### src/rtl/mask_bit_scanner_pkg.sv
// mask_bit_scanner_pkg: scanner state encoding and default mask width
package mask_bit_scanner_pkg;
  typedef enum logic {
    IDLE = 1'b0,
    SCAN = 1'b1
  } state_t;
  localparam int WIDTH_DEFAULT = 32;
endpackage

### src/rtl/mask_bit_scanner_priority_encoder.sv
// priority_encoder: index of the lowest set bit (highest under MASK_BIT_SCANNER_MSB_FIRST_EN)
module priority_encoder #(
  parameter  int WIDTH = 32,
  localparam int IDX_W = $clog2(WIDTH)
) (
  input  logic [WIDTH-1:0] i_vec,
  output logic [IDX_W-1:0] o_idx,
  output logic             o_any
);
  always_comb begin
    o_idx = '0;
`ifdef MASK_BIT_SCANNER_MSB_FIRST_EN
    for (int i = 0; i < WIDTH; i++) if (i_vec[i]) o_idx = IDX_W'(i);
`else
    for (int i = WIDTH - 1; i >= 0; i--) if (i_vec[i]) o_idx = IDX_W'(i);
`endif
  end
  assign o_any = |i_vec;
endmodule

### src/rtl/mask_bit_scanner.sv
// mask_bit_scanner: emits the set-bit indices of a mask one per beat (MASK_BIT_SCANNER_MSB_FIRST_EN: MSB first)
module mask_bit_scanner
  import mask_bit_scanner_pkg::*;
#(
  parameter  int WIDTH = WIDTH_DEFAULT,
  localparam int IDX_W = $clog2(WIDTH)
) (
  input  logic             clock,
  input  logic             reset_n,
  input  logic             in_valid,
  output logic             in_ready,
  input  logic [WIDTH-1:0] in_mask,
  output logic             out_valid,
  input  logic             out_ready,
  output logic [IDX_W-1:0] out_index,
  output logic             out_last,
  output logic             out_none
);
  state_t           r_state;
  logic [WIDTH-1:0] r_mask;
  logic [IDX_W-1:0] r_idx;
  logic             r_last;
  logic             r_none;
  logic             w_accept;
  logic             w_xfer;
  logic             w_scan_nxt;
  logic             w_last_nxt;
  logic             w_enc_any;
  logic [IDX_W-1:0] w_enc_idx;
  logic [WIDTH-1:0] w_clr;
  logic [WIDTH-1:0] w_mask_nxt;

`ifdef MASK_BIT_SCANNER_MSB_FIRST_EN
  assign w_clr = r_mask & ~(WIDTH'(1) << r_idx);
`else
  assign w_clr = r_mask & (r_mask - WIDTH'(1));
`endif

  assign w_accept   = (r_state == IDLE) && in_valid;
  assign w_xfer     = (r_state == SCAN) && out_ready;
  assign w_mask_nxt = w_accept ? in_mask : w_xfer ? w_clr : r_mask;
  assign w_scan_nxt = w_accept || ((r_state == SCAN) && !(w_xfer && r_last));
  assign w_last_nxt = (w_mask_nxt & (w_mask_nxt - WIDTH'(1))) == '0;

  // Outputs are precomputed from the next mask so they come straight from flops
  priority_encoder #(.WIDTH(WIDTH)) u_penc (
    .i_vec(w_mask_nxt),
    .o_idx(w_enc_idx),
    .o_any(w_enc_any)
  );

  always_ff @(posedge clock or negedge reset_n) begin
    if (!reset_n) begin
      r_state <= IDLE;
      r_mask  <= '0;
      r_idx   <= '0;
      r_last  <= 1'b0;
      r_none  <= 1'b0;
    end else begin
      r_state <= w_scan_nxt ? SCAN : IDLE;
      r_mask  <= w_mask_nxt;
      r_idx   <= w_scan_nxt ? w_enc_idx : '0;
      r_last  <= w_scan_nxt && w_last_nxt;
      r_none  <= w_scan_nxt && !w_enc_any;
    end
  end

  assign in_ready  = (r_state == IDLE);
  assign out_valid = (r_state == SCAN);
  assign out_index = r_idx;
  assign out_last  = r_last;
  assign out_none  = r_none;
endmodule
### config.mk
export PLATFORM = sky130hd
export DESIGN_NAME = mask_bit_scanner
export DESIGN_NICKNAME = d
export VERILOG_FILES = /design/src/rtl/mask_bit_scanner_pkg.sv /design/src/rtl/mask_bit_scanner_priority_encoder.sv /design/src/rtl/mask_bit_scanner.sv
export SDC_FILE = /design/constraint.sdc
export NUM_CORES = 1
export LEC_CHECK = 0
export ABC_AREA = 1
export CAP_MARGIN = 5
export CORE_ASPECT_RATIO = 1.25
export CORE_MARGIN = 3
export CORE_UTILIZATION = 50
export DETAILED_ROUTE_END_ITERATION = 10
export PLACE_DENSITY = 0.78
export SLEW_MARGIN = 20
export SYNTH_ARGS = -nofsm -noshare
export SYNTH_HDL_FRONTEND = slang
export SYNTH_SLANG_ARGS = --single-unit
### constraint.sdc
create_clock -name clock -period 6.98 [get_ports clock]
set_input_delay 1.396 -clock clock [delete_from_list [all_inputs] [get_ports clock]]
set_output_delay 1.396 -clock clock [all_outputs]
set_load 0.02 [all_outputs]
### Word level (Yosys, flattened, before mapping)

Index checks and enable logic that the tools add are counted.

| storage, ports and cells | value |
|---|---|
| bits of input ports | 36 |
| output and inout bits | 9 |
| register bits | 40 |
| word-level logic and storage cells | 57 |

| cells by class | value |
|---|---|
| bitwise gates (word level) | 3 |
| $add $sub $neg | 2 |
| multiplexer cells | 36 |
| reduce and logical (&&, ||, !) cells | 11 |

Operator list:

| kind | count |
|---|---|
| 5-bit two-way mux | 33 |
| 32-bit AND | 2 |
| 32-bit two-way mux | 2 |
| 32-bit by 1-bit subtractor with 32-bit output (second input constant) | 2 |
| 32-bit zero test | 1 |
| 32-bit OR reduction | 1 |
| 1-bit logical AND | 6 |
| 1-bit zero test | 2 |
| 1-bit logical OR | 1 |
| 1-bit two-way mux | 1 |
| 1-bit inverter | 1 |

### Logic depth before layout (Yosys ltp)

| logic depth | value |
|---|---|
| depth after elaboration | 37 |
| mapped depth | 37 |
| depth with buffers taken out | 37 |

### Modules after synthesis

Synthesis repeated with hierarchy kept, for this count alone.

| second synthesis, totals | value |
|---|---|
| cells, all modules | 645 |
| area, all modules | 3676.0 um^2 |

By module, submodules not included:

| module | times used | area each (um^2) | sequential area each (um^2) | cells an instance |
|---|---|---|---|---|
| mask_bit_scanner | 1 | 3205.6 | 1001.0 | 538 |
| priority_encoder | 1 | 470.5 | 0.0 | 107 |

### Worst setup path after synthesis

Ideal clock, no wire load.

| path | value |
|---|---|
| path kind | input-to-reg |
| start | input port out_ready |
| end | register r_idx[0], in the netlist out_index[0] |
| slack | 3.368 ns |
| arrival time | 3.488 ns |
| stages | 37 |
| setup time | 0.124 ns |
| data required time | 6.856 ns |
| buffers on the path | 0 |
| cell sequence | nand2_1 -> inv_2 -> nand3_2 -> nor2_2 -> nand2_1 -> nor2_2 -> nand2_1 -> a21oi_2 -> nand2_1 -> nand2_1 -> nand2_1 -> nand2_1 -> nand2_1 -> nand2_1 -> nand2_1 -> nand2_1 -> nand2_1 -> nand2_1 -> nand2_1 -> nand2_1 -> nand2_1 -> nand2_1 -> nand2_1 -> nand2_1 -> nand2_1 -> nand2_1 -> nand2_1 -> nand2_1 -> nand2_1 -> nand2_1 -> nand2_1 -> nand2_1 -> nand2_1 -> nand2_1 -> nand2_1 -> nand2_1 -> a21oi_1 |

| on the way | value |
|---|---|
| longest elaborated chain between the ends | 36 |
| elaborated cells on any way between the ends | 40 |
| classes of those cells | mux (35); reduce/logical (5) |

Ends and longest elaborated chain:

| element | line | source |
|---|---|---|
| start, declared | mask_bit_scanner.sv:14 | `input logic out_ready,` |
| 1-bit logical AND * | mask_bit_scanner.sv:40 | `assign w_xfer = (r_state == SCAN) && out_ready;` |
| 32-bit two-way mux (2 in series) | mask_bit_scanner.sv:41 | `assign w_mask_nxt = w_accept ? in_mask : w_xfer ? w_clr : r_mask;` |
| 5-bit two-way mux (32 in series) | mask_bit_scanner_priority_encoder.sv:15 | `for (int i = WIDTH - 1; i >= 0; i--) if (i_vec[i]) o_idx = IDX_W'(i);` |
| 5-bit two-way mux * | mask_bit_scanner.sv:62 | `r_idx <= w_scan_nxt ? w_enc_idx : '0;` |
| end signal, assigned | mask_bit_scanner.sv:62 |  |
| end, declared | mask_bit_scanner.sv:21 | `logic [IDX_W-1:0] r_idx;` |

Every way passes the cells marked *; elsewhere a longest branch is shown, timed or not.

### Final worst setup path

| path | value |
|---|---|
| start | input port in_valid |
| end | register r_last, in the netlist out_last |

| on the way | value |
|---|---|
| longest elaborated chain between the ends | 6 |
| elaborated cells on any way between the ends | 7 |
| classes of those cells | add/sub (1); mux (1); bitwise (1); reduce/logical (4) |

Ends and longest elaborated chain:

| element | line | source |
|---|---|---|
| start, declared | mask_bit_scanner.sv:10 | `input logic in_valid,` |
| 1-bit logical AND * | mask_bit_scanner.sv:39 | `assign w_accept = (r_state == IDLE) && in_valid;` |
| 32-bit two-way mux * | mask_bit_scanner.sv:41 |  |
| net u_penc.i_vec[0] | mask_bit_scanner_priority_encoder.sv:6 | `input logic [WIDTH-1:0] i_vec,` |
| 32-bit by 1-bit subtractor with 32-bit output | mask_bit_scanner.sv:43 | `assign w_last_nxt = (w_mask_nxt & (w_mask_nxt - WIDTH'(1))) == '0;` |
| 32-bit AND * | mask_bit_scanner.sv:43 |  |
| 32-bit zero test * | mask_bit_scanner.sv:43 |  |
| 1-bit logical AND * | mask_bit_scanner.sv:63 | `r_last <= w_scan_nxt && w_last_nxt;` |
| end signal, assigned | mask_bit_scanner.sv:63 |  |
| end, declared | mask_bit_scanner.sv:22 | `logic r_last;` |

Mark *: on every way through the listed nets, which the timed path passes. The rest lies on a longest branch.

==> results by group <==
Logic synthesis
  • Yosys warning total: 0
  • FF+latch count, synth: 40
  • Register area share after synthesis: 0.332
  • Gate count after technology mapping: 446
  • Syn_area_per_cell: 6.77 µm²
  • FFs w/ async S/R, synth: 1.00
  • Syn Std Cell Area: 0.00302 mm²
  • Main flop type after synthesis: dfrtp_1
  • EDFF count, synth: 0
  • Post-Synthesis Net Count: 482
  • Yosys cell types: 43

Worst setup path
  • CP Launch Point: in_valid
  • Critical Path Start Type: input pin
  • Worst endpoint data arrival time: 4.86 ns
  • Reg2reg path depth: 22
  • Reg2reg end: out_last$_DFF_PN0_
  • Kind of critical path: in2reg
  • Crit path max fanout: 41
  • CP Data Required Time: 7.18 ns
  • CP endpoint kind: flop
  • Critical R2R Launch: out_valid$_DFF_PN0_
  • R2R setup slack: 3.45 ns

Global routing
  • All-Layer GR Usage: 0.248
  • Initial antenna violation count: 0
  • Vias in the first global route: 2796
  • Grt ovf: 0
  • Maximum number of pins on one net before global-route repair: 42
  • Global-route wire length before repair: 13200 µm

Drt
  • Post-Route WL: 8160 µm
  • Routed WL per cell: 14.7 µm
  • Routed via count: 2951
  • Metal3 WL: 384 µm
  • DR WL met2: 4290 µm
  • Wl on met1: 3220 µm
  • Initial drt markers: 276
  • Post-route antenna net violation count: 0
  • Initial DRT Pass Iterations: 5
  • DRC: 0
  • Top sig layer: met4
  • Drt via density: 5.32

Floorplanning
  • Chip Width: 75.5 µm
  • Top-level I/O count: 45
  • Core box area: 0.00582 mm²
  • Initial cell density of the core: 0.519
  • Site row count: 31
  • Die H: 92.9 µm
  • Die area: 0.00701 mm²

Layout
  • Commonest non-fill, non-tap cells in the layout: nand2_1 (100), nor2_1 (76), inv_1 (68), clkdlybuf4s50_1 (43), dfrtp_1 (40)
  • # diodes: 0
  • Area growth syn-to-layout: 18.1%
  • Nets: 527
  • Layout cells sized above 1: 0.166
  • Commonest non-fill, non-tap cell in the layout: nand2_1

Place
  • Routability cong.: 1.01
  • Port Buffers: 44
  • Post-DP HPWL: 6590 µm

Outcome
  • Outcome: finished, final reports clean

Clocking
  • Post-CTS Hold Buffers: 0
  • Post-CTS sizing: 0
  • TritonCTS clock tree: yes
  • Post-CTS setup buffers: 0
  • TritonCTS Buffers: 5
  • Clk pin slew, worst setup/hold paths: 0.07 ns
  • Bufs on Longest Clock Path: 2
  • Sink Count: 40
  • Root Buffer: clkbuf_8
  • Skew-Pair Late Insertion Delay: 0.28 ns
  • CTS H-tree lvls: 2

Timing
  • Max Freq: 0.215 GHz
  • Max-slew violations: 0
  • Hold Violations, Final: 0
  • TNS Setup: 0 ns
  • Max_slew headroom: 0.424
  • Final setup fails: 0
  • Clk_skew: 0.00639 ns
  • Fin crit share: 0.668
  • WHS: 0.575 ns
  • Min cycle time layout: 4.66 ns
  • RSZ-0062 raised after global routing: no
  • Slew @ Worst Pin: 0.864 ns

Hold path
  • Hold Path End: r_mask[31]$_DFF_PN0_
  • WHS Path Cells: 2
  • Hold Crit Start: r_mask[31]$_DFF_PN0_
  • Min-Delay Path Class: reg2reg

Power and ir drop
  • Leakage: 2.03 nW
  • Pwr per Cell Area: 504 mW/mm²
  • VDD IR max: 0.292 mV

Job
  • Max Cap Viol: 0
-- logic make-up after synthesis --
group	count (synthesis)	share of synthesized area
AOI/OAI and AO/OA	64	0.166
and+or+nand+nor	242	0.372
buffers and inverters	100	0.131
DFF	40	0.332
-- registers in the layout, summed over array words and instances (netlist names) --
| signal | cells |
|---|---|
| out_index | 5 |
| out_last | 1 |
| out_none | 1 |
| out_valid | 1 |
| r_mask | 32 |
-- worst max-delay path, cell delays in order --
cell	delay [ns]
clkdlybuf4s50_1	0.46
nand2_4	0.40
inv_2	0.32
nand2_1	0.17
nand2_1	0.11
nor2_2	0.13
inv_2	0.06
nor2_4	0.13
nand2_2	0.07
nor2_2	0.13
inv_2	0.06
nor2_4	0.11
inv_2	0.11
nor2_8	0.17
nand3_4	0.11
nor2_2	0.12
nand3_1	0.10
nand2_1	0.07
o211ai_1	0.11
nor3_2	0.23
nand3_1	0.11
a211oi_2	0.17
-- power by group --
part,switching (W),internal [W],total (W)
Combinational,0.000865,0.000442,0.00131
Sequential,0.0000484,0.000308,0.000356
Clock,0.0000697,0.0000644,0.000134
-- stage by stage --
step	instances	util	total power (W)	area, µm²	setup WS, ns
after floorplan	446	-	0.00131	3020	3.37
after global placement	550	0.601	0.00161	3500	2.12
after detailed placement	550	0.601	0.00163	3500	2.06
after CTS	555	0.613	0.00177	3560	2.35
after global routing	555	0.613	0.00196	3560	1.93
final	555	0.613	0.00180	3560	2.32
-- area by class of cell --
cell class                 instances  area [µm²]
clock buffer                       5        68.8
fill                             536        2250
inverter                          94         353
multi-input combinational        306        1620
sequential                        40        1000
tap                               66        82.6
timing repair buffer              44         435
-- synthesized netlist by cell type (all sizes together), types with 4 or more instances --
master    n  area (µm²)
nand2   107         424
nor2     96         449
inv      94         353
dfrtp    40        1000
nand3    19         118
o21ai    16        87.6
a31oi    15         128
a21oi    10        57.6
nor3      8        50.1
a22oi     6        70.1
buf       6        41.3
nand4     5        31.3
o211ai    4        30.0
-- metal layers --
layer,vias up,GRT usage
met5,-,0
met4,0,0.102
met3,20,0.0304
met2,103,0.429
met1,1341,0.303
li1,1487,-
-- worst max path at each step --
stage / cells after the start / slack (ns) / to
2_1_floorplan: 37 / 3.37 / out_index[0]$_DFF_PN0_
3_3_place_gp: 17 / 2.12 / out_last$_DFF_PN0_
3_5_place_dp: 19 / 2.06 / out_last$_DFF_PN0_
4_1_cts: 19 / 2.35 / out_last$_DFF_PN0_
5_1_grt: 20 / 1.93 / out_last$_DFF_PN0_
6_report: 22 / 2.32 / out_last$_DFF_PN0_
(Power assumes the default switching activity.)
